[config.mk]
export PLATFORM = sky130hd
export DESIGN_NAME = dw03_bictr_encode_flat
export DESIGN_NICKNAME = d
export VERILOG_FILES = /design/src/rtl/dw03_bictr_encode_pkg.sv /design/src/rtl/dw03_bictr_encode_if.sv /design/src/rtl/dw03_onehot_enc.sv /design/src/rtl/dw03_bictr_encode.sv /design/src/flat_wrapper.sv
export SDC_FILE = /design/constraint.sdc
export NUM_CORES = 1
export LEC_CHECK = 0
export CAP_MARGIN = 15
export CORE_MARGIN = 1
export CORE_UTILIZATION = 54
export CTS_CLUSTER_DIAMETER = 50
export DETAILED_ROUTE_END_ITERATION = 8
export HOLD_SLACK_MARGIN = 0.15
export MAX_ROUTING_LAYER = met4
export PLACE_DENSITY = 0.89
export SLEW_MARGIN = 30
export SYNTH_ARGS = -nofsm -noshare
export SYNTH_HDL_FRONTEND = slang
export SYNTH_SLANG_ARGS = --single-unit
[constraint.sdc]
create_clock -name clk -period 24.9 [get_ports clk]
set_input_delay 3.735 -clock clk [delete_from_list [all_inputs] [get_ports clk]]
set_output_delay 3.735 -clock clk [all_outputs]
set_load 0.05 [all_outputs]
[src/rtl/dw03_bictr_encode_pkg.sv]
// Shared types and helpers for the bidirectional counter one-hot decoder.
// Holds the tracker state encoding and the one-hot width rule.
package dw03_bictr_encode_pkg;

    typedef enum logic [1:0] {
        UNSYNC = 2'd0,
        TRACK  = 2'd1,
        FAULT  = 2'd2
    } state_e;

    function automatic int onehot_w(input int w);
        return 1 << w;
    endfunction

endpackage

[src/rtl/dw03_bictr_encode_if.sv]
// Sample/result bundle between the upstream counter and the encoder.
// The master drives samples; the slave returns the registered result.
interface dw03_bictr_encode_if #(
    parameter int WIDTH = 8
);
    import dw03_bictr_encode_pkg::*;

    localparam int N = onehot_w(WIDTH);

    logic             in_valid;
    logic [N-1:0]     count_dec;
    logic             load_seen;
    logic             clr_err;
    logic             out_valid;
    logic [WIDTH-1:0] count_bin;
    logic             dir;
    logic             wrap;
    logic             err_onehot;
    logic             err_step;
    logic             err_sticky;

    modport master (
        output in_valid,
        output count_dec,
        output load_seen,
        output clr_err,
        input  out_valid,
        input  count_bin,
        input  dir,
        input  wrap,
        input  err_onehot,
        input  err_step,
        input  err_sticky
    );

    modport slave (
        input  in_valid,
        input  count_dec,
        input  load_seen,
        input  clr_err,
        output out_valid,
        output count_bin,
        output dir,
        output wrap,
        output err_onehot,
        output err_step,
        output err_sticky
    );

endinterface

[src/rtl/dw03_onehot_enc.sv]
// Combinational one-hot to binary encoder with popcount legality check.
// The binary output is a plain OR-tree, so illegal inputs merge bits.
module dw03_onehot_enc
    import dw03_bictr_encode_pkg::*;
#(
    parameter int WIDTH = 8
) (
    input  logic [onehot_w(WIDTH)-1:0] onehot_i,
    output logic [WIDTH-1:0]           bin_o,
    output logic                       legal_o
);

    localparam int N = onehot_w(WIDTH);

    logic [WIDTH:0] ones;

    always_comb begin
        bin_o = '0;
        for (int k = 0; k < WIDTH; k++) begin
            for (int i = 0; i < N; i++) begin
                if (i[k]) begin
                    bin_o[k] = bin_o[k] | onehot_i[i];
                end
            end
        end
    end

    always_comb begin
        ones = '0;
        for (int i = 0; i < N; i++) begin
            ones = ones + (WIDTH+1)'(onehot_i[i]);
        end
    end

    assign legal_o = (ones == (WIDTH+1)'(1));

endmodule

[src/rtl/dw03_bictr_encode.sv]
// Tracks an up/down counter from its one-hot decode and flags bad samples.
// One registered result per accepted sample; clr_err re-arms the tracker.
module dw03_bictr_encode
    import dw03_bictr_encode_pkg::*;
#(
    parameter int WIDTH = 8
) (
    input  logic                clk,
    input  logic                rst,
    dw03_bictr_encode_if.slave  bus
);

    localparam logic [WIDTH-1:0] ONE  = WIDTH'(1);
    localparam logic [WIDTH-1:0] MAXV = {WIDTH{1'b1}};

    state_e           state_q, state_d;
    logic [WIDTH-1:0] cnt_q, cnt_d;
    logic             dir_q, dir_d;
    logic             ov_q, ov_d;
    logic             wrap_q, wrap_d;
    logic             eoh_q, eoh_d;
    logic             estep_q, estep_d;

    logic [WIDTH-1:0] bin;
    logic             legal;
    logic [WIDTH-1:0] inc_v;
    logic [WIDTH-1:0] dec_v;
    logic             is_load;
    logic             is_hold;
    logic             is_up;
    logic             is_dn;

    dw03_onehot_enc #(
        .WIDTH (WIDTH)
    ) u_enc (
        .onehot_i (bus.count_dec),
        .bin_o    (bin),
        .legal_o  (legal)
    );

    assign inc_v = cnt_q + ONE;
    assign dec_v = cnt_q - ONE;

    // Mutually exclusive step classes; up wins when +1 and -1 coincide.
    assign is_load = bus.load_seen;
    assign is_hold = !is_load && (bin == cnt_q);
    assign is_up   = !is_load && !is_hold && (bin == inc_v);
    assign is_dn   = !is_load && !is_hold && !is_up && (bin == dec_v);

    always_comb begin
        state_d = state_q;
        cnt_d   = cnt_q;
        dir_d   = dir_q;
        ov_d    = 1'b0;
        wrap_d  = 1'b0;
        eoh_d   = 1'b0;
        estep_d = 1'b0;
        if (bus.clr_err) begin
            state_d = UNSYNC;
        end else if (bus.in_valid) begin
            ov_d = 1'b1;
            if (!legal) begin
                eoh_d = 1'b1;
                if (state_q == TRACK) begin
                    state_d = FAULT;
                end
            end else begin
                unique case (state_q)
                    UNSYNC: begin
                        cnt_d   = bin;
                        state_d = TRACK;
                    end
                    TRACK: begin
                        unique case (1'b1)
                            is_load: cnt_d = bin;
                            is_hold: cnt_d = cnt_q;
                            is_up: begin
                                cnt_d  = bin;
                                dir_d  = 1'b1;
                                wrap_d = (cnt_q == MAXV);
                            end
                            is_dn: begin
                                cnt_d  = bin;
                                dir_d  = 1'b0;
                                wrap_d = (cnt_q == '0);
                            end
                            default: begin
                                estep_d = 1'b1;
                                state_d = FAULT;
                            end
                        endcase
                    end
                    FAULT: state_d = FAULT;
                    default: state_d = UNSYNC;
                endcase
            end
        end
    end

    always_ff @(posedge clk) begin
        if (rst) begin
            state_q <= UNSYNC;
            cnt_q   <= '0;
            dir_q   <= 1'b1;
            ov_q    <= 1'b0;
            wrap_q  <= 1'b0;
            eoh_q   <= 1'b0;
            estep_q <= 1'b0;
        end else begin
            state_q <= state_d;
            cnt_q   <= cnt_d;
            dir_q   <= dir_d;
            ov_q    <= ov_d;
            wrap_q  <= wrap_d;
            eoh_q   <= eoh_d;
            estep_q <= estep_d;
        end
    end

    assign bus.out_valid  = ov_q;
    assign bus.count_bin  = cnt_q;
    assign bus.dir        = dir_q;
    assign bus.wrap       = wrap_q;
    assign bus.err_onehot = eoh_q;
    assign bus.err_step   = estep_q;
    assign bus.err_sticky = (state_q == FAULT);

endmodule

[src/flat_wrapper.sv]
// flat-port wrapper written by rule: the top's interface ports become plain ports
module dw03_bictr_encode_flat import dw03_bictr_encode_pkg::*;
#(
    parameter int WIDTH = 8
)
  (clk, rst, bus_in_valid, bus_count_dec, bus_load_seen, bus_clr_err, bus_out_valid, bus_count_bin, bus_dir, bus_wrap, bus_err_onehot, bus_err_step, bus_err_sticky);
  dw03_bictr_encode_if #(.WIDTH(WIDTH)) bus_i ();
  input  logic clk;
  input  logic rst;
  input wire logic [$bits(bus_i.in_valid)-1:0] bus_in_valid;
  input wire logic [$bits(bus_i.count_dec)-1:0] bus_count_dec;
  input wire logic [$bits(bus_i.load_seen)-1:0] bus_load_seen;
  input wire logic [$bits(bus_i.clr_err)-1:0] bus_clr_err;
  output wire logic [$bits(bus_i.out_valid)-1:0] bus_out_valid;
  output wire logic [$bits(bus_i.count_bin)-1:0] bus_count_bin;
  output wire logic [$bits(bus_i.dir)-1:0] bus_dir;
  output wire logic [$bits(bus_i.wrap)-1:0] bus_wrap;
  output wire logic [$bits(bus_i.err_onehot)-1:0] bus_err_onehot;
  output wire logic [$bits(bus_i.err_step)-1:0] bus_err_step;
  output wire logic [$bits(bus_i.err_sticky)-1:0] bus_err_sticky;
  assign bus_i.in_valid = bus_in_valid;
  assign bus_i.count_dec = bus_count_dec;
  assign bus_i.load_seen = bus_load_seen;
  assign bus_i.clr_err = bus_clr_err;
  assign bus_out_valid = bus_i.out_valid;
  assign bus_count_bin = bus_i.count_bin;
  assign bus_dir = bus_i.dir;
  assign bus_wrap = bus_i.wrap;
  assign bus_err_onehot = bus_i.err_onehot;
  assign bus_err_step = bus_i.err_step;
  assign bus_err_sticky = bus_i.err_sticky;
  dw03_bictr_encode #(.WIDTH(WIDTH)) u_core (.clk(clk), .rst(rst), .bus(bus_i));
endmodule
==> metrics.md <==
| Metric | Value |
|---|---|
| Mapped cell area | `9160 um^2` |
| Setup TNS | `0 ns` |
| Root buffer cell | `clkbuf_16` |
| Hold_sp | `u_core.bus.dir` |
| Complex-gate fraction of the synthesized area | `4.04%` |
| Reg-to-Reg Start | `u_core.bus.count_bin[2]` |
| Unique masters post-synth | `57` |
| CTS Buffer Depth | `2` |
| Gr ovfl total | `0` |
| Initial antenna violation count | `3` |
| Tmin final | `13.21 ns` |
| Worst-Margin Slew | `1.15 ns` |
| TritonRoute pass-1 iters | `7` |
| Syn Inst Count | `958` |
| Slew headroom | `22.5%` |
| Met1 Resource Use GR | `60.4%` |
| Met2 Usage GRT | `84.3%` |
| # DRC | `0` |
| RSZ-0062 raised after global routing | `false` |
| Top post-synthesis cells by area | `fa_1 (53%), inv_1 (12%), nor4_1 (6.8%)` |
| CP startpoint | `bus_count_dec[121]` |
| Nets | `1774` |
| WP data arrival | `13.35 ns` |
| Synth cell count leaders | `inv_1 (286), fa_1 (242), nor4_1 (99), ha_1 (45), nor3_1 (39)` |
| Largest family of logic cells by synthesized area | `adder cells` |
| Synthesized area per cell | `9.56 um^2` |
| Area Growth Syn to Fin | `33.4%` |
| Global-route wire length before repair | `66.4 mm` |
| Largest net degree at the start of global routing | `20` |
| Syn_nets | `1506` |
| Most used cell, CP | `fa_1` |
| Fin Hold WS | `0.501 ns` |
| Share of layout cells above drive strength 1 | `1.96%` |
| Chip Width | `132 um` |
| Slowest stage cell, crit path | `a311oi_4` |
| Postcts setup bufs | `0` |
| TritonCTS Buffers | `3` |
| Post-synthesis sequential area ratio | `3.28%` |
| Post-synth EDFFs | `0` |
| Critical path required time | `25.04 ns` |
| Top Family by Delay on Critical Path | `adder cells` |
| Post-synthesis async set-or-reset flop share | `0%` |
| Final setup vio count | `0` |
| Slew Limit Fails | `0` |
| Crit path kind | `in -> reg` |
| Max_cap viols | `0` |
| Routing usage on met3 | `22.1%` |
| Mux cell area share after synthesis | `0.341%` |
| DR WL/cell | `31.8 um` |
| Adder-Cell Fraction of Synth Area | `59.0%` |
| Tot GR Track Use | `56.4%` |
| Synthesized flop and latch total | `15` |
| Synth Flop Type | `dfxtp_1` |
| Initial Util | `55.2%` |
| CTS Hold Buffers Added | `0` |
| CP Launch Type | `input pin` |
| Syn. warnings | `0` |
| Routed Antenna Nets | `0` |
| Vias in the first global route | `10.5k` |
| Core ar. | `16600 um^2` |
| CTS tree | `built` |
| Fmax | `75.7 MHz` |
| Clk_lat worst skew | `0.25 ns` |
| Final Hold Violating Endpoints | `0` |
| Util after Layout | `73.7%` |
| Synth top area share | `52.9%` |
| Tcrit/Tclk final | `53.1%` |
| Clock H-tree levels | `1` |
| Critical Path Fanout Max | `19` |
| Most common cell in the netlist | `inv_1` |
| Status | `complete, no violations` |
| Crit. End Element | `register` |
| Worst-path clk slew | `0.05 ns` |
| Die ar. | `17500 um^2` |
| Hold Path Class | `reg -> reg` |
| Sinks on Clock Net | `15` |
| Via/cell ratio | `6.66` |
| Placer Congestion | `1.22` |
| Global route hottest layer | `met2` |
| Placement Rows | `47` |
| Simple-Gate Fraction of Synth Area | `18.5%` |
| DRT iter0 DRCs | `1181` |
| Die height | `132 um` |
| Buf+Inv Stages, Crit Path | `3` |
| Max incr delay on CP | `0.76 ns` |
| Routed via count | `9652` |
| Critical path, cell by cell | `clkdlybuf4s50_1, fa_1, inv_1, fa_1, fa_1, fa_1, fa_1, fa_1, fa_1, fa_1, fa_1, fa_1, fa_1, inv_1, ha_1, nor4_1, nand4b_1, nor3_1, nand2_1, nor2_1, nand2_1, a311oi_4, nand2_1, a221o_1` |
| DP HPWL | `41.4 mm` |
| Setup Skew | `0.00276 ns` |
| Final WL | `46.1 mm` |
| Ports | `275` |
| PortBufs | `274` |
| Post-synthesis xor/xnor area fraction | `2.44%` |
| Cell taking the most area after synthesis | `fa_1` |
| # resized after CTS | `0` |
## state kept, by name (all words and copies together), names as in the netlist
register and count:
u_core.bus.wrap 1, u_core.bus.out_valid 1, u_core.bus.err_onehot 1, u_core.state_q 2, u_core.bus.count_bin 8, u_core.bus.dir 1
u_core.bus.err_step 1
## final cells by class
type,count,area (um^2)
Antenna cell,4,10.0
Fill cell,1242,4360
Clock buffer,3,75.1
Multi-Input combinational cell,646,7740
Sequential cell,15,300
Inverter,286,1070
Tap cell,220,275
Clock inverter,1,5.00
Timing Repair Buffer,274,2740
## kinds of logic (layout without fill, tap and decap cells)
logic type                 count (synthesis)  count (layout)
DFF                                       15              15
muxes                                      3               3
adders and majority gates                287             287
buffers and inverters                    297             564
other                                      0               4
AOI/OAI and AO/OA                         39              39
and+or+nand+nor                          298             298
xor gates and xnor gates                  19              19
## per-stage QoR
step,worst slack (ns),cell area (um^2),cells
3_5_place_dp,11.56,12100,1441
5_1_grt,11.32,12200,1448
4_1_cts,11.84,12200,1445
6_report,11.69,12200,1449
3_3_place_gp,11.62,12100,1441
2_1_floorplan,12.93,9160,958
## layout by cell type, fill, tap and decap left out, drive strengths merged, types with 3 or more instances in the layout
master,synthesis,layout
ha,45,45
nand2,29,29
or4,3,3
nor2b,3,3
clkdlybuf4s50,0,274
nand4b,4,4
o2111ai,3,3
nor2,38,38
o32a,5,5
nor4,102,102
diode,0,4
nand3,31,31
fa,242,242
xnor2,8,8
o21ai,3,3
and4,5,5
xor2,7,7
inv,286,286
nand4,29,29
o22a,3,3
o211ai,13,13
clkbuf,6,3
or3,3,3
nor3,40,40
dfxtp,15,15
## layer usage
metal	wire (um)	share of wire (%)
met1	14100	31
met2	19900	43
met3	7110	15
met4	4940	11
met5	0	0
## path summary, 6_finish.rpt
kind,endpoint,slack (ns),cells past startpoint
min reg2reg,u_core.bus.dir,0.50,1
min,u_core.bus.dir,0.50,1
max reg2reg,u_core.bus.count_bin[1],21.84,7
max,u_core.bus.dir,11.69,24
Power is not shown: default switching activity piles up to over one toggle a cycle in this logic, so the estimate is an artifact.
